**src/rtl/fp16_pkg.sv**
```systemverilog
// Shared FP16 constants, FMA tag encodings and sequencer states used by the
// dot-product accumulator and its tag pipe.
package fp16_pkg;

  localparam logic [15:0] FP16_ZERO = 16'h0000;
  localparam logic [15:0] FP16_ONE  = 16'h3C00;
  localparam int          FMA_LAT   = 4;

  // Tags 0..3 name a partial-sum slot; the rest name reduction results.
  localparam logic [2:0]  TAG_R01   = 3'd4;
  localparam logic [2:0]  TAG_R23   = 3'd5;
  localparam logic [2:0]  TAG_RES   = 3'd6;

  typedef enum logic [2:0] {
    ST_ACCUM = 3'd0,
    ST_DRAIN = 3'd1,
    ST_RED_A = 3'd2,
    ST_RED_B = 3'd3,
    ST_WAIT1 = 3'd4,
    ST_RED_C = 3'd5,
    ST_WAIT2 = 3'd6,
    ST_DONE  = 3'd7
  } state_t;

endpackage

```
**src/rtl/fp16_dot_accum_if.sv**
```systemverilog
// Element stream, result stream and FMA operand/result signals of the
// dot-product sequencer; slave is the sequencer side.
interface fp16_dot_accum_if;

  logic        in_valid;
  logic        in_ready;
  logic [15:0] in_a;
  logic [15:0] in_b;
  logic        in_last;
  logic        res_valid;
  logic        res_ready;
  logic [15:0] res_data;
  logic        fma_in_valid;
  logic [15:0] fma_a;
  logic [15:0] fma_b;
  logic [15:0] fma_c;
  logic [15:0] fma_out;

  modport master (
    output in_valid, in_a, in_b, in_last, res_ready, fma_out,
    input  in_ready, res_valid, res_data, fma_in_valid, fma_a, fma_b, fma_c
  );

  modport slave (
    input  in_valid, in_a, in_b, in_last, res_ready, fma_out,
    output in_ready, res_valid, res_data, fma_in_valid, fma_a, fma_b, fma_c
  );

endinterface

```
**src/rtl/fma_tag_pipe.sv**
```systemverilog
// Shadow of the FMA pipeline: a {valid, tag} shift register whose output stage
// lines up with the FMA result of the operation issued DEPTH cycles earlier.
module fma_tag_pipe #(
  parameter int DEPTH = 4
) (
  input  logic       clk,
  input  logic       clr,
  input  logic       push_valid,
  input  logic [2:0] push_tag,
  output logic       out_valid,
  output logic [2:0] out_tag,
  output logic       busy
);

  logic [DEPTH-1:0]      vld_r;
  logic [DEPTH-1:0][2:0] tag_r;

  // Shift one stage per cycle; clear drops every in-flight entry.
  always_ff @(posedge clk) begin
    if (clr) begin
      vld_r <= {DEPTH{1'b0}};
      tag_r <= {DEPTH{3'd0}};
    end else begin
      vld_r <= {vld_r[DEPTH-2:0], push_valid};
      tag_r <= {tag_r[DEPTH-2:0], push_tag};
    end
  end

  assign out_valid = vld_r[DEPTH-1];
  assign out_tag   = tag_r[DEPTH-1];
  assign busy      = |vld_r[DEPTH-2:0];

endmodule

```
**src/rtl/fp16_dot_accum.sv**
```systemverilog
// Streaming FP16 dot-product sequencer: four interleaved partial sums hide the
// FMA latency, then three issues through the same FMA reduce them to one result.
module fp16_dot_accum #(
  parameter int FMA_LAT = fp16_pkg::FMA_LAT
) (
  input  logic            clk,
  input  logic            rst,
  fp16_dot_accum_if.slave bus
);
  import fp16_pkg::*;

  state_t      state_r;
  logic [15:0] slot_r [4];
  logic [1:0]  ptr_r;
  logic [15:0] res_r;

  logic        ret_valid_s;
  logic [2:0]  ret_tag_s;
  logic        pipe_busy_s;
  logic        ret_r23_s;
  logic        issue_s;
  logic        fire_s;
  logic        accept_s;
  logic [15:0] a_s;
  logic [15:0] b_s;
  logic [15:0] c_s;
  logic [2:0]  tag_s;

  fma_tag_pipe #(.DEPTH(FMA_LAT)) u_tag_pipe (
    .clk        (clk),
    .clr        (rst),
    .push_valid (fire_s),
    .push_tag   (tag_s),
    .out_valid  (ret_valid_s),
    .out_tag    (ret_tag_s),
    .busy       (pipe_busy_s)
  );

  assign ret_r23_s = ret_valid_s && (ret_tag_s == TAG_R23);

  // Operand select for the single FMA issue port.
  always_comb begin
    issue_s = 1'b0;
    a_s     = bus.in_a;
    b_s     = bus.in_b;
    c_s     = slot_r[ptr_r];
    tag_s   = {1'b0, ptr_r};
    case (state_r)
      ST_ACCUM: begin
        issue_s = bus.in_valid;
        // Slot reuse at distance FMA_LAT: its new value is on fma_out right now.
        if (ret_valid_s && (ret_tag_s == {1'b0, ptr_r})) begin
          c_s = bus.fma_out;
        end else begin
          c_s = slot_r[ptr_r];
        end
      end
      ST_RED_A: begin
        issue_s = 1'b1;
        a_s     = slot_r[0];
        b_s     = FP16_ONE;
        c_s     = slot_r[1];
        tag_s   = TAG_R01;
      end
      ST_RED_B: begin
        issue_s = 1'b1;
        a_s     = slot_r[2];
        b_s     = FP16_ONE;
        c_s     = slot_r[3];
        tag_s   = TAG_R23;
      end
      ST_RED_C: begin
        issue_s = 1'b1;
        a_s     = slot_r[0];
        b_s     = FP16_ONE;
        tag_s   = TAG_RES;
        if (ret_r23_s) begin
          c_s = bus.fma_out;
        end else begin
          c_s = slot_r[2];
        end
      end
      default: begin
        issue_s = 1'b0;
      end
    endcase
  end

  assign fire_s           = issue_s && !rst;
  assign accept_s         = bus.in_valid && bus.in_ready;
  assign bus.in_ready     = (state_r == ST_ACCUM) && !rst;
  assign bus.res_valid    = (state_r == ST_DONE) && !rst;
  assign bus.res_data     = rst ? FP16_ZERO : res_r;
  assign bus.fma_in_valid = fire_s;
  assign bus.fma_a        = a_s;
  assign bus.fma_b        = b_s;
  assign bus.fma_c        = c_s;

  // Result capture by returning tag, plus the sequencing FSM.
  always_ff @(posedge clk) begin
    if (rst) begin
      state_r <= ST_ACCUM;
      ptr_r   <= 2'd0;
      res_r   <= FP16_ZERO;
      for (int i = 0; i < 4; i++) begin
        slot_r[i] <= FP16_ZERO;
      end
    end else begin
      if (ret_valid_s) begin
        case (ret_tag_s)
          3'd0, 3'd1, 3'd2, 3'd3: slot_r[ret_tag_s[1:0]] <= bus.fma_out;
          TAG_R01:                slot_r[0]              <= bus.fma_out;
          TAG_R23:                slot_r[2]              <= bus.fma_out;
          TAG_RES:                res_r                  <= bus.fma_out;
          default:                res_r                  <= res_r;
        endcase
      end
      case (state_r)
        ST_ACCUM: begin
          if (accept_s) begin
            ptr_r <= ptr_r + 2'd1;
            if (bus.in_last) begin
              state_r <= ST_DRAIN;
            end
          end
        end
        ST_DRAIN: begin
          if (!pipe_busy_s) begin
            state_r <= ST_RED_A;
          end
        end
        ST_RED_A: state_r <= ST_RED_B;
        ST_RED_B: state_r <= ST_WAIT1;
        ST_WAIT1: begin
          if (ret_r23_s) begin
            state_r <= ST_RED_C;
          end
        end
        ST_RED_C: state_r <= ST_WAIT2;
        ST_WAIT2: begin
          if (ret_valid_s && (ret_tag_s == TAG_RES)) begin
            state_r <= ST_DONE;
          end
        end
        ST_DONE: begin
          if (bus.res_ready) begin
            state_r <= ST_ACCUM;
            ptr_r   <= 2'd0;
            for (int i = 0; i < 4; i++) begin
              slot_r[i] <= FP16_ZERO;
            end
          end
        end
        default: state_r <= ST_ACCUM;
      endcase
    end
  end

endmodule

```
**src/flat_wrapper.sv**
```systemverilog
// flat-port wrapper written by rule: the top's interface ports become plain ports
module fp16_dot_accum_flat import fp16_pkg::*;
#(
  parameter int FMA_LAT = fp16_pkg::FMA_LAT
)
  (clk, rst, bus_in_valid, bus_in_a, bus_in_b, bus_in_last, bus_res_ready, bus_fma_out, bus_in_ready, bus_res_valid, bus_res_data, bus_fma_in_valid, bus_fma_a, bus_fma_b, bus_fma_c);
  fp16_dot_accum_if bus_i ();
  input  logic clk;
  input  logic rst;
  input wire logic [$bits(bus_i.in_valid)-1:0] bus_in_valid;
  input wire logic [$bits(bus_i.in_a)-1:0] bus_in_a;
  input wire logic [$bits(bus_i.in_b)-1:0] bus_in_b;
  input wire logic [$bits(bus_i.in_last)-1:0] bus_in_last;
  input wire logic [$bits(bus_i.res_ready)-1:0] bus_res_ready;
  input wire logic [$bits(bus_i.fma_out)-1:0] bus_fma_out;
  output wire logic [$bits(bus_i.in_ready)-1:0] bus_in_ready;
  output wire logic [$bits(bus_i.res_valid)-1:0] bus_res_valid;
  output wire logic [$bits(bus_i.res_data)-1:0] bus_res_data;
  output wire logic [$bits(bus_i.fma_in_valid)-1:0] bus_fma_in_valid;
  output wire logic [$bits(bus_i.fma_a)-1:0] bus_fma_a;
  output wire logic [$bits(bus_i.fma_b)-1:0] bus_fma_b;
  output wire logic [$bits(bus_i.fma_c)-1:0] bus_fma_c;
  assign bus_i.in_valid = bus_in_valid;
  assign bus_i.in_a = bus_in_a;
  assign bus_i.in_b = bus_in_b;
  assign bus_i.in_last = bus_in_last;
  assign bus_i.res_ready = bus_res_ready;
  assign bus_i.fma_out = bus_fma_out;
  assign bus_in_ready = bus_i.in_ready;
  assign bus_res_valid = bus_i.res_valid;
  assign bus_res_data = bus_i.res_data;
  assign bus_fma_in_valid = bus_i.fma_in_valid;
  assign bus_fma_a = bus_i.fma_a;
  assign bus_fma_b = bus_i.fma_b;
  assign bus_fma_c = bus_i.fma_c;
  fp16_dot_accum #(.FMA_LAT(FMA_LAT)) u_core (.clk(clk), .rst(rst), .bus(bus_i));
endmodule
```
**config.mk**
```make
export PLATFORM = sky130hd
export DESIGN_NAME = fp16_dot_accum_flat
export DESIGN_NICKNAME = d
export VERILOG_FILES = /design/src/rtl/fp16_pkg.sv /design/src/rtl/fp16_dot_accum_if.sv /design/src/rtl/fma_tag_pipe.sv /design/src/rtl/fp16_dot_accum.sv /design/src/flat_wrapper.sv
export SDC_FILE = /design/constraint.sdc
export NUM_CORES = 1
export LEC_CHECK = 0
export ABC_AREA = 0
export CORE_UTILIZATION = 52
export CTS_CLUSTER_DIAMETER = 100
export DETAILED_ROUTE_END_ITERATION = 16
export PLACE_DENSITY = 0.9
export SYNTH_ARGS = -nofsm -noshare
export SYNTH_HDL_FRONTEND = slang
export SYNTH_SLANG_ARGS = --single-unit
```
**constraint.sdc**
```tcl
create_clock -name clk -period 2.3 [get_ports clk]
set_input_delay 0.46 -clock clk [delete_from_list [all_inputs] [get_ports clk]]
set_output_delay 0.46 -clock clk [all_outputs]
set_load 0.005 [all_outputs]
```
==> results of run 1 <==
==> registers in the layout, summed over array words and instances (netlist names), named ones only <==
signal and flops:
u_core.slot_r 64, u_core.state_r 3, u_core.res_r 16, u_core.u_tag_pipe.tag_r 9
u_core.ptr_r 2, u_core.u_tag_pipe.vld_r 4, u_core.u_tag_pipe.out_tag 3
==> kinds of logic after synthesis <==
group	Yosys count	synth area share (%)
AND/OR/NAND/NOR	227	21.2
flip-flops	103	43.3
AO/OA/AOI/OAI	128	14.1
XOR/XNOR	3	0.447
multiplexers	65	15.0
buffers and inverters	56	5.96
==> timing repair <==
action                                  4_1_cts  5_1_grt
hold endpoints to repair                      0        0
setup buffers                                22        4
cloned                                        3        0
gates resized for setup                     130       44
pin swaps                                    21        9
endpoints found under the setup margin       47       41
==> area by class of cell <==
cell class                 count  share of cell area (%)
multi-input combinational    424                    37.1
sequential                   103                    30.3
clock buffer                  16                    3.97
timing repair buffer         229                    26.5
tap                          140                    2.07
inverter                       2                  0.0888
==> metrics by stage <==
stage	power, mW	hold slack, ns	setup WS [ns]	instance area [um^2]	TNS (ns)
after floorplan	3.07	0.414	0.297	5870	0
after global placement	3.93	0.419	-0.118	7620	-1.30
after detailed placement	3.99	0.428	-0.193	7620	-2.05
after CTS	5.75	0.441	-0.342	8280	-4.70
after global routing	6.10	0.461	-0.465	8450	-4.98
final	5.94	0.438	-0.346	8450	-4.50
==> cells in the mapped netlist (all sizes together), types with 3 or more instances <==
| library cell | number |
|---|---|
| dfxtp | 55 |
| nor2 | 54 |
| a21oi | 52 |
| mux2i | 49 |
| edfxtp | 48 |
| o22ai | 48 |
| nor2b | 47 |
| nand2 | 41 |
| and2 | 34 |
| and3 | 30 |
| clkbuf | 29 |
| buf | 25 |
| a221o | 16 |
| mux4 | 16 |
| nand2b | 8 |
| a2111oi | 4 |
| nor4 | 3 |
| o21ai | 3 |
| xnor2 | 3 |
==> power by group through the flow <==
stage          Sequential, mW  Combinational, mW  Clock, mW
6_report                 2.08               2.18       1.68
5_1_grt                  2.09               2.27       1.74
4_1_cts                  2.07               2.04       1.65
3_5_place_dp             2.11               1.88          0
3_3_place_gp             2.10               1.83          0
2_1_floorplan            2.06               1.01          0
==> metal layers <==
layer  vias up  part of all wire [%]  track usage, %
met5         -                     0               0
met4         0                   5.8            16.4
met3       157                    12            8.62
met2       577                    46            60.2
met1      2868                    36            45.9
li1       2506                     -               -
==> worst max-delay path: cells and delay by family, from the launching register on <==
| kind | cells | cell delay (ns) |
|---|---|---|
| buf+inv | 3 | 0.43 |
| flops | 1 | 0.39 |
| compound gates | 2 | 0.48 |
| simple gates | 1 | 0.27 |
| mux | 1 | 0.27 |
==> final timing paths <==
check | start | to | slack (ns) | cells after the start
max | u_core.u_tag_pipe.out_tag[0] | bus_fma_c[4] | -0.35 | 7
min | u_core.u_tag_pipe.tag_r[1] | u_core.u_tag_pipe.tag_r[4] | 0.44 | 1
max reg2reg | u_core.u_tag_pipe.out_tag[0] | u_core.slot_r[0][3] | 0.24 | 4
min reg2reg | u_core.u_tag_pipe.tag_r[1] | u_core.u_tag_pipe.tag_r[4] | 0.44 | 1
==> key figures, run 1 <==
Logic synthesis
  • Cell variety after synth: 44
  • Post-synth ARST share: 0%
  • Cell Area, Synth: 0.00587 mm^2
  • Total of flip-flops plus latches after synthesis: 103
  • Yosys top cell area share: 24.5%
  • Predominant post-synthesis flop cell: dfxtp_1
  • Post-Syn Area per Cell: 10.1 um^2
  • Synth warn: 0
  • EDFF count, synth: 48
  • Post-synth net total: 635
  • Ranking of synthesized cells by area: edfxtp_1, dfxtp_1, mux2i_1
  • Leading area contributor after synthesis: edfxtp_1
  • Synth Instances: 582
  • Sequential share of the synthesized area: 43.3%

Clocking
  • CTS tree: done
  • CTS max path bufs: 2
  • Clk sinks: 103
  • Root Buffer Master: clkbuf_16
  • Reg clk slew, reported paths: 0.07 ns
  • CTS Buf Count: 9
  • Worst-skew pair later-pin latency: 0.35 ns
  • H-tree levels: 3
  • Hold_buf cts: 0

Timing
  • Top achievable clock speed: 378 MHz
  • Minimum clock period: 2.65 ns
  • Relative slew slack: 45.0%
  • Final slew viol count: 0
  • Final worst-path cycle share: 115%
  • Fin. Hold Viols: 0
  • Clk_skew: 0.00782 ns
  • Final WS setup: -0.346 ns
  • Finish-stage setup viols: 19
  • RSZ-0062 raised after global routing: yes
  • Worst slew pin tran: 0.825 ns

Finish
  • # diodes: 0
  • Final Core Density: 77.3%
  • Area of the multi-input gates: 0.00313 mm^2
  • Share of layout cells above drive strength 1: 25.3%
  • Layout net count: 822
  • Post-route insts no fill: 914
  • Register Area: 0.00256 mm^2
  • Leading cell type in the layout, fill and taps excluded: buf_4
  • Syn-to-layout area delta: 43.9%
  • Fillers: 625
  • Most frequent cells in the layout: buf_4, clkdlybuf4s50_1, nor2_1, mux2i_1, edfxtp_1

Global routing
  • First-pass GRT wire length: 32.0 mm
  • Initial antenna violation count: 0
  • GRT overflow: 0
  • Total track usage: 36.6%
  • Vias in the first global route: 5893
  • Largest net degree at the start of global routing: 37

Place
  • PortBufs: 119
  • Placed instance count: 869
  • Detailed-placement wirelength estimate: 13.1 mm
  • Final Wtd Congestion: 0.948

Job
  • Max Cap Violations: 0

Outcome
  • Failing checks: negative setup slack
  • Run status: finished, violations left

Power and ir drop
  • P_int: 4.14 mW
  • Logic pwr share: 36.7%
  • Leakage: 3.54 nW
  • P per Cell Area: 703 mW/mm^2
  • Worst vdd ir: 0.000390 V
  • Switching power total: 1.80 mW
  • Clock Power Share: 28.2%
  • Flop pwr share: 35.1%
  • Switching part of the total: 30.3%

Routing
  • Routed len/inst: 24.3 um
  • # DRC: 0
  • Drt pass-1 iters: 6
  • Via/cell ratio: 6.68
  • Antenna viol nets, final: 0
  • Initial drt markers: 965
  • Via count: 6108
  • Drt total wl: 22.2 mm

Critical path
  • Critical Path Start Type: register
  • Worst setup EP type: output port
  • Required time of the critical path: 1.84 ns
  • Crit Path Max Fanout: 12
  • CP Cell Sequence: buf_6 -> and4b_2 -> buf_12 -> mux2i_1 -> o22ai_1 -> a221o_2 -> buf_2
  • CP Data Arrival Time: 2.19 ns
  • CP max stage cell: dfxtp_4
  • CP Class: register to output port
  • CP peak stage delay: 0.39 ns

Floorplan
  • I/O pin cnt: 120
  • Std cell rows: 38
  • DIE HEIGHT: 108 um
  • Die W: 108 um
  • Die footprint: 0.0117 mm^2
  • Initial Util: 53.7%
  • Core area: 0.0109 mm^2

Min path
  • Worst Hold Class: register to register
(Power assumes the default switching activity.)
==> inputs of run 2 (changes only) <==
--- a/config.mk
+++ b/config.mk
@@ -9,7 +9,7 @@
 export CORE_UTILIZATION = 52
 export CTS_CLUSTER_DIAMETER = 100
 export DETAILED_ROUTE_END_ITERATION = 16
-export PLACE_DENSITY = 0.9
+export PLACE_DENSITY = 0.81
 export SYNTH_ARGS = -nofsm -noshare
 export SYNTH_HDL_FRONTEND = slang
 export SYNTH_SLANG_ARGS = --single-unit
==> key figures, run 2 (same netlist as run 1, synthesis figures left out) <==
Outcome
  • Run status: finished, violations left
  • Failing checks: negative setup slack

Power and ir drop
  • Worst vdd ir: 0.000498 V
  • Switching power total: 2.05 mW
  • P_int: 4.05 mW
  • Leakage: 3.65 nW
  • P per Cell Area: 705 mW/mm^2
  • Switching part of the total: 33.6%
  • Flop pwr share: 34.3%
  • Logic pwr share: 39.5%
  • Clock Power Share: 26.2%

Timing
  • Finish-stage setup viols: 16
  • Relative slew slack: 48.6%
  • Final worst-path cycle share: 117%
  • Worst slew pin tran: 0.771 ns
  • Minimum clock period: 2.68 ns
  • Post-Route Setup TNS: -4.17 ns
  • RSZ-0062 raised after global routing: yes
  • Top achievable clock speed: 373 MHz
  • Fin. Hold Viols: 0
  • Clk_skew: 0.0129 ns
  • Final WS setup: -0.383 ns
  • Minimum hold slack: 0.447 ns
  • Final slew viol count: 0

Place
  • Placed instance count: 868
  • Final Wtd Congestion: 0.920
  • Setup WS pre-CTS: -0.154 ns
  • PortBufs: 119
  • Detailed-placement wirelength estimate: 12.5 mm

Critical path
  • Reg-to-reg slack, setup: 0.16 ns
  • CP Data Arrival Time: 2.22 ns
  • Worst setup EP type: output port
  • CP Class: register to output port
  • CP Cell Sequence: and4b_2 -> buf_12 -> buf_8 -> mux2i_1 -> o22ai_1 -> a221o_2 -> buf_6
  • Reg-to-Reg Start: u_core.state_r[2]
  • Required time of the critical path: 1.84 ns
  • CP peak stage delay: 0.38 ns
  • Worst path top cell family by delay: compound AO/OA/AOI/OAI gates
  • R2R cell count: 8
  • Crit Path Max Fanout: 4
  • CP max stage cell: dfxtp_4
  • FF-to-FF End: u_core.slot_r[1][3]
  • Critical Path Start Type: register
  • CP Buf/Inv Count: 3

Floorplan
  • I/O pin cnt: 120
  • DIE HEIGHT: 108 um
  • Die W: 108 um
  • Initial Util: 53.7%
  • Die footprint: 0.0117 mm^2
  • Std cell rows: 38
  • Core area: 0.0109 mm^2

Routing
  • Antenna viol nets, final: 0
  • Via/cell ratio: 6.68
  • Via count: 6214
  • Drt total wl: 23.9 mm
  • Routed len/inst: 25.8 um
  • Drt pass-1 iters: 8
  • # DRC: 0
  • Initial drt markers: 1171

Min path
  • Sink of the worst hold path: u_core.u_tag_pipe.tag_r[5]
  • Worst Hold Depth: 1
  • Worst Hold Class: register to register
  • Worst Min Path Start: u_core.u_tag_pipe.tag_r[2]

Finish
  • Biggest register: u_core.slot_r
  • Layout net count: 838
  • Leading cell type in the layout, fill and taps excluded: buf_4
  • # diodes: 0
  • Top Registers: u_core.slot_r x64, u_core.res_r x16, u_core.u_tag_pipe.tag_r x9
  • Max reg flops: 64
  • Post-route insts no fill: 930
  • Final Core Density: 79.2%
  • Syn-to-layout area delta: 47.4%
  • Share of layout cells above drive strength 1: 29.1%
  • Most frequent cells in the layout: buf_4, clkdlybuf4s50_1, nor2_1, a21oi_1, edfxtp_1

Clocking
  • Reg clk slew, reported paths: 0.08 ns
  • CTS tree: done
  • CTS max path bufs: 2
  • Root Buffer Master: clkbuf_16
  • H-tree levels: 3
  • Worst-skew pair later-pin latency: 0.35 ns
  • CTS Buf Count: 9
  • Clk sinks: 103

Global routing
  • Largest net degree at the start of global routing: 73
  • GRT overflow: 0
  • Initial antenna violation count: 0
  • First-pass GRT wire length: 32.0 mm
  • Vias in the first global route: 5840
  • Total track usage: 36.5%

Job
  • Max Cap Violations: 0
[run 2: worst max path at each step]
| stage | depth (start not counted) | end | from | slack (ns) |
|---|---|---|---|---|
| global placement | 4 | bus_fma_c[6] | register | -0.11 |
| detailed placement | 5 | bus_fma_c[3] | u_core.u_tag_pipe.out_tag[1] | -0.15 |
| CTS | 6 | bus_fma_c[3] | u_core.u_tag_pipe.out_tag[1] | -0.25 |
| floorplan | 5 | bus_fma_c[10] | u_core.u_tag_pipe.out_tag[1] | 0.30 |
| global route | 7 | bus_fma_c[0] | u_core.u_tag_pipe.out_tag[1] | -0.38 |
| finish | 7 | bus_fma_c[3] | u_core.u_tag_pipe.out_tag[1] | -0.38 |
[run 2: layer usage]
layer | GRT usage (%) | share of wire (%) | vias to the layer above
met2 | 58.2 | 45 | 631
met4 | 17.5 | 6.0 | 0
met3 | 8.14 | 14 | 163
met1 | 47.0 | 35 | 2884
li1 | - | - | 2536
met5 | 1.34 | 0 | -
[run 2: final cells by class]
cell class | instances | area (um^2)
Timing Repair Buffer | 245 | 2420
Fill cell | 617 | 2280
Inverter | 2 | 7.51
Sequential cell | 103 | 2570
Clock inverter | 7 | 86.3
Tap cell | 140 | 175
Clock buffer | 9 | 225
Multi-Input combinational cell | 424 | 3170
[run 2: through the flow]
stage | instance area [um^2] | power, mW
2_1_floorplan | 5870 | 3.07
3_3_place_gp | 7610 | 3.93
3_5_place_dp | 7610 | 3.98
4_1_cts | 8370 | 5.72
5_1_grt | 8660 | 6.24
6_report | 8660 | 6.11
[run 2: repair_timing]
item,in CTS,in global routing
gates resized for setup,145,74
pin swaps,22,12
setup buffers,30,13
cloned,2,1
hold buffers,0,0
endpoints found under the setup margin,51,46
hold endpoints to repair,0,0
[run 2: power groups by stage]
stage | clock network, mW | logic, mW | registers (mW)
3_3_place_gp | 0 | 1.83 | 2.09
6_report | 1.60 | 2.41 | 2.09
3_5_place_dp | 0 | 1.89 | 2.10
2_1_floorplan | 0 | 1.01 | 2.06
5_1_grt | 1.65 | 2.50 | 2.09
4_1_cts | 1.57 | 2.07 | 2.08
==> inputs of run 3 (changes only) <==
--- a/config.mk
+++ b/config.mk
@@ -6,10 +6,10 @@
 export NUM_CORES = 1
 export LEC_CHECK = 0
 export ABC_AREA = 0
-export CORE_UTILIZATION = 52
+export CORE_UTILIZATION = 25
 export CTS_CLUSTER_DIAMETER = 100
 export DETAILED_ROUTE_END_ITERATION = 16
-export PLACE_DENSITY = 0.81
+export GPL_TIMING_DRIVEN = 0
 export SYNTH_ARGS = -nofsm -noshare
 export SYNTH_HDL_FRONTEND = slang
 export SYNTH_SLANG_ARGS = --single-unit
==> key figures, run 3 (same netlist as run 1, synthesis figures left out) <==
Outcome
  • Run status: finished, violations left
  • Failing checks: negative setup slack

Global routing
  • Met3 usage: 2.12%
  • Vias in the first global route: 4958
  • Top Usage Layer GRT: met2
  • First-pass GRT wire length: 29.3 mm
  • GRT overflow: 0
  • Largest net degree at the start of global routing: 18
  • Met1 usage: 21.1%
  • Met2 usage: 26.3%
  • Initial antenna violation count: 0
  • Total track usage: 15.9%

Power and ir drop
  • Clock Power Share: 26.4%
  • Switching part of the total: 30.4%
  • Flop pwr share: 35.4%
  • P per Cell Area: 684 mW/mm^2
  • Leakage: 3.34 nW
  • Logic pwr share: 38.2%
  • Switching power total: 1.77 mW
  • P_int: 4.06 mW
  • Worst vdd ir: 0.000380 V

Timing
  • Finish-stage setup viols: 16
  • Worst slew pin tran: 0.912 ns
  • Final WS setup: -0.289 ns
  • RSZ-0062 raised after global routing: yes
  • Top achievable clock speed: 386 MHz
  • Post-Route Setup TNS: -3.62 ns
  • Clk_skew: 0.0126 ns
  • Final worst-path cycle share: 113%
  • Minimum clock period: 2.59 ns
  • Relative slew slack: 37.6%
  • Fin. Hold Viols: 0
  • Final slew viol count: 0

Place
  • Detailed-placement wirelength estimate: 14.3 mm
  • PortBufs: 118
  • Final Wtd Congestion: 0.811
  • Setup WS pre-CTS: -0.838 ns
  • Post-DP Area: 0.00745 mm^2

Floorplan
  • Core area: 0.0228 mm^2
  • DIE HEIGHT: 155 um
  • Std cell rows: 55
  • Initial Util: 25.7%
  • Die footprint: 0.0241 mm^2
  • I/O pin cnt: 120
  • Die W: 155 um

Clocking
  • Worst-skew pair later-pin latency: 0.35 ns
  • Root Buffer Master: clkbuf_16
  • Clk sinks: 103
  • CTS tree: done
  • CTS Buf Count: 9
  • Reg clk slew, reported paths: 0.07 ns
  • Hold_buf cts: 0
  • CTS max path bufs: 2
  • H-tree levels: 3

Min path
  • Worst Min Path Start: u_core.u_tag_pipe.tag_r[4]
  • Worst Hold Class: register to register

Finish
  • Syn-to-layout area delta: 45.0%
  • Biggest register: u_core.slot_r
  • Share of layout cells above drive strength 1: 24.4%
  • Final Core Density: 37.3%
  • # diodes: 0
  • Leading cell type in the layout, fill and taps excluded: clkdlybuf4s50_1
  • Finished Cell Area: 0.00852 mm^2
  • Layout net count: 807
  • Max reg flops: 64
  • Top Registers: u_core.slot_r x64, u_core.res_r x16, u_core.u_tag_pipe.tag_r x9
  • Most frequent cells in the layout: clkdlybuf4s50_1, nor2_1, mux2i_1, edfxtp_1

Routing
  • Via/cell ratio: 4.72
  • # DRC: 0
  • Via count: 5064
  • Initial drt markers: 358
  • Drt pass-1 iters: 5
  • Routed len/inst: 18.1 um
  • Antenna viol nets, final: 0
  • Drt total wl: 19.4 mm

Critical path
  • Crit Path Max Fanout: 5
  • CP Data Arrival Time: 2.13 ns
  • Critical Path Start Type: register
  • Worst setup EP type: output port
  • Reg-to-Reg Start: u_core.u_tag_pipe.out_tag[0]
  • Required time of the critical path: 1.84 ns
  • CP Class: register to output port

Job
  • Max Cap Violations: 0
run 3: changes by cell type in the layout (fill, tap and decap cells not counted), moves of 4 or more:
cell / previous run / this run
dlymetal6s2s_1: 18 / 5
o22ai_1: 37 / 46
a21oi_2: 2 / 7
clkbuf_1: 0 / 6
clkbuf_8: 0 / 9
buf_4: 82 / 30
a21oi_1: 50 / 45
o22ai_2: 10 / 2
dlygate4sd2_1: 6 / 19
buf_2: 13 / 20
buf_12: 15 / 10
clkbuf_16: 10 / 14
run 3: critical path: stages, from the launching register on:
cell and delay, ns:
dfxtp_2 0.34, buf_8 0.13, buf_12 0.11, buf_8 0.12, buf_12 0.10, mux4_2 0.47, a221o_1 0.36, buf_2 0.14
run 3: worst paths after layout:
| path | depth (start not counted) | slack, ns | end |
|---|---|---|---|
| setup / recovery | 7 | -0.29 | bus_fma_c[14] |
| hold / removal | 1 | 0.44 | u_core.u_tag_pipe.tag_r[7] |
| setup reg to reg | 5 | 0.13 | u_core.slot_r[0][9] |
| hold reg to reg | 1 | 0.44 | u_core.u_tag_pipe.tag_r[7] |
run 3: cell type report:
type	count	area [um^2]
Clock inverter	5	56.3
Sequential cell	103	2560
Tap cell	313	392
Multi-Input combinational cell	423	3120
Clock buffer	11	243
Inverter	2	7.51
Timing Repair Buffer	163	1560
Fill cell	2271	14300
Buffer	52	577
run 3: power by group through the flow:
stage	clock network [mW]	logic [mW]	registers, mW
floorplan	0	1.01	2.06
global placement	0	1.86	2.09
CTS	1.57	2.12	2.06
global route	1.62	2.36	2.07
detailed placement	0	1.87	2.09
finish	1.54	2.22	2.06
run 3: per-layer routing:
metal | vias up | routed length (um)
li1 | 2485 | -
met1 | 2390 | 8880
met2 | 164 | 9100
met3 | 25 | 994
met4 | 0 | 420
met5 | - | 0
run 3: through the flow:
step                hold slack [ns]  cells  power (mW)
floorplan                     0.414    582        3.07
global route                  0.455   1072        6.06
detailed placement            0.427   1013        3.96
CTS                           0.443   1056        5.75
finish                        0.437   1072        5.83
global placement              0.416   1013        3.95
run 3: what timing repair did:
action	in CTS	in global routing
pin swaps	23	9
buffers inserted	27	14
gates resized for setup	201	51
setup endpoints to repair	99	66
cloned	3	3
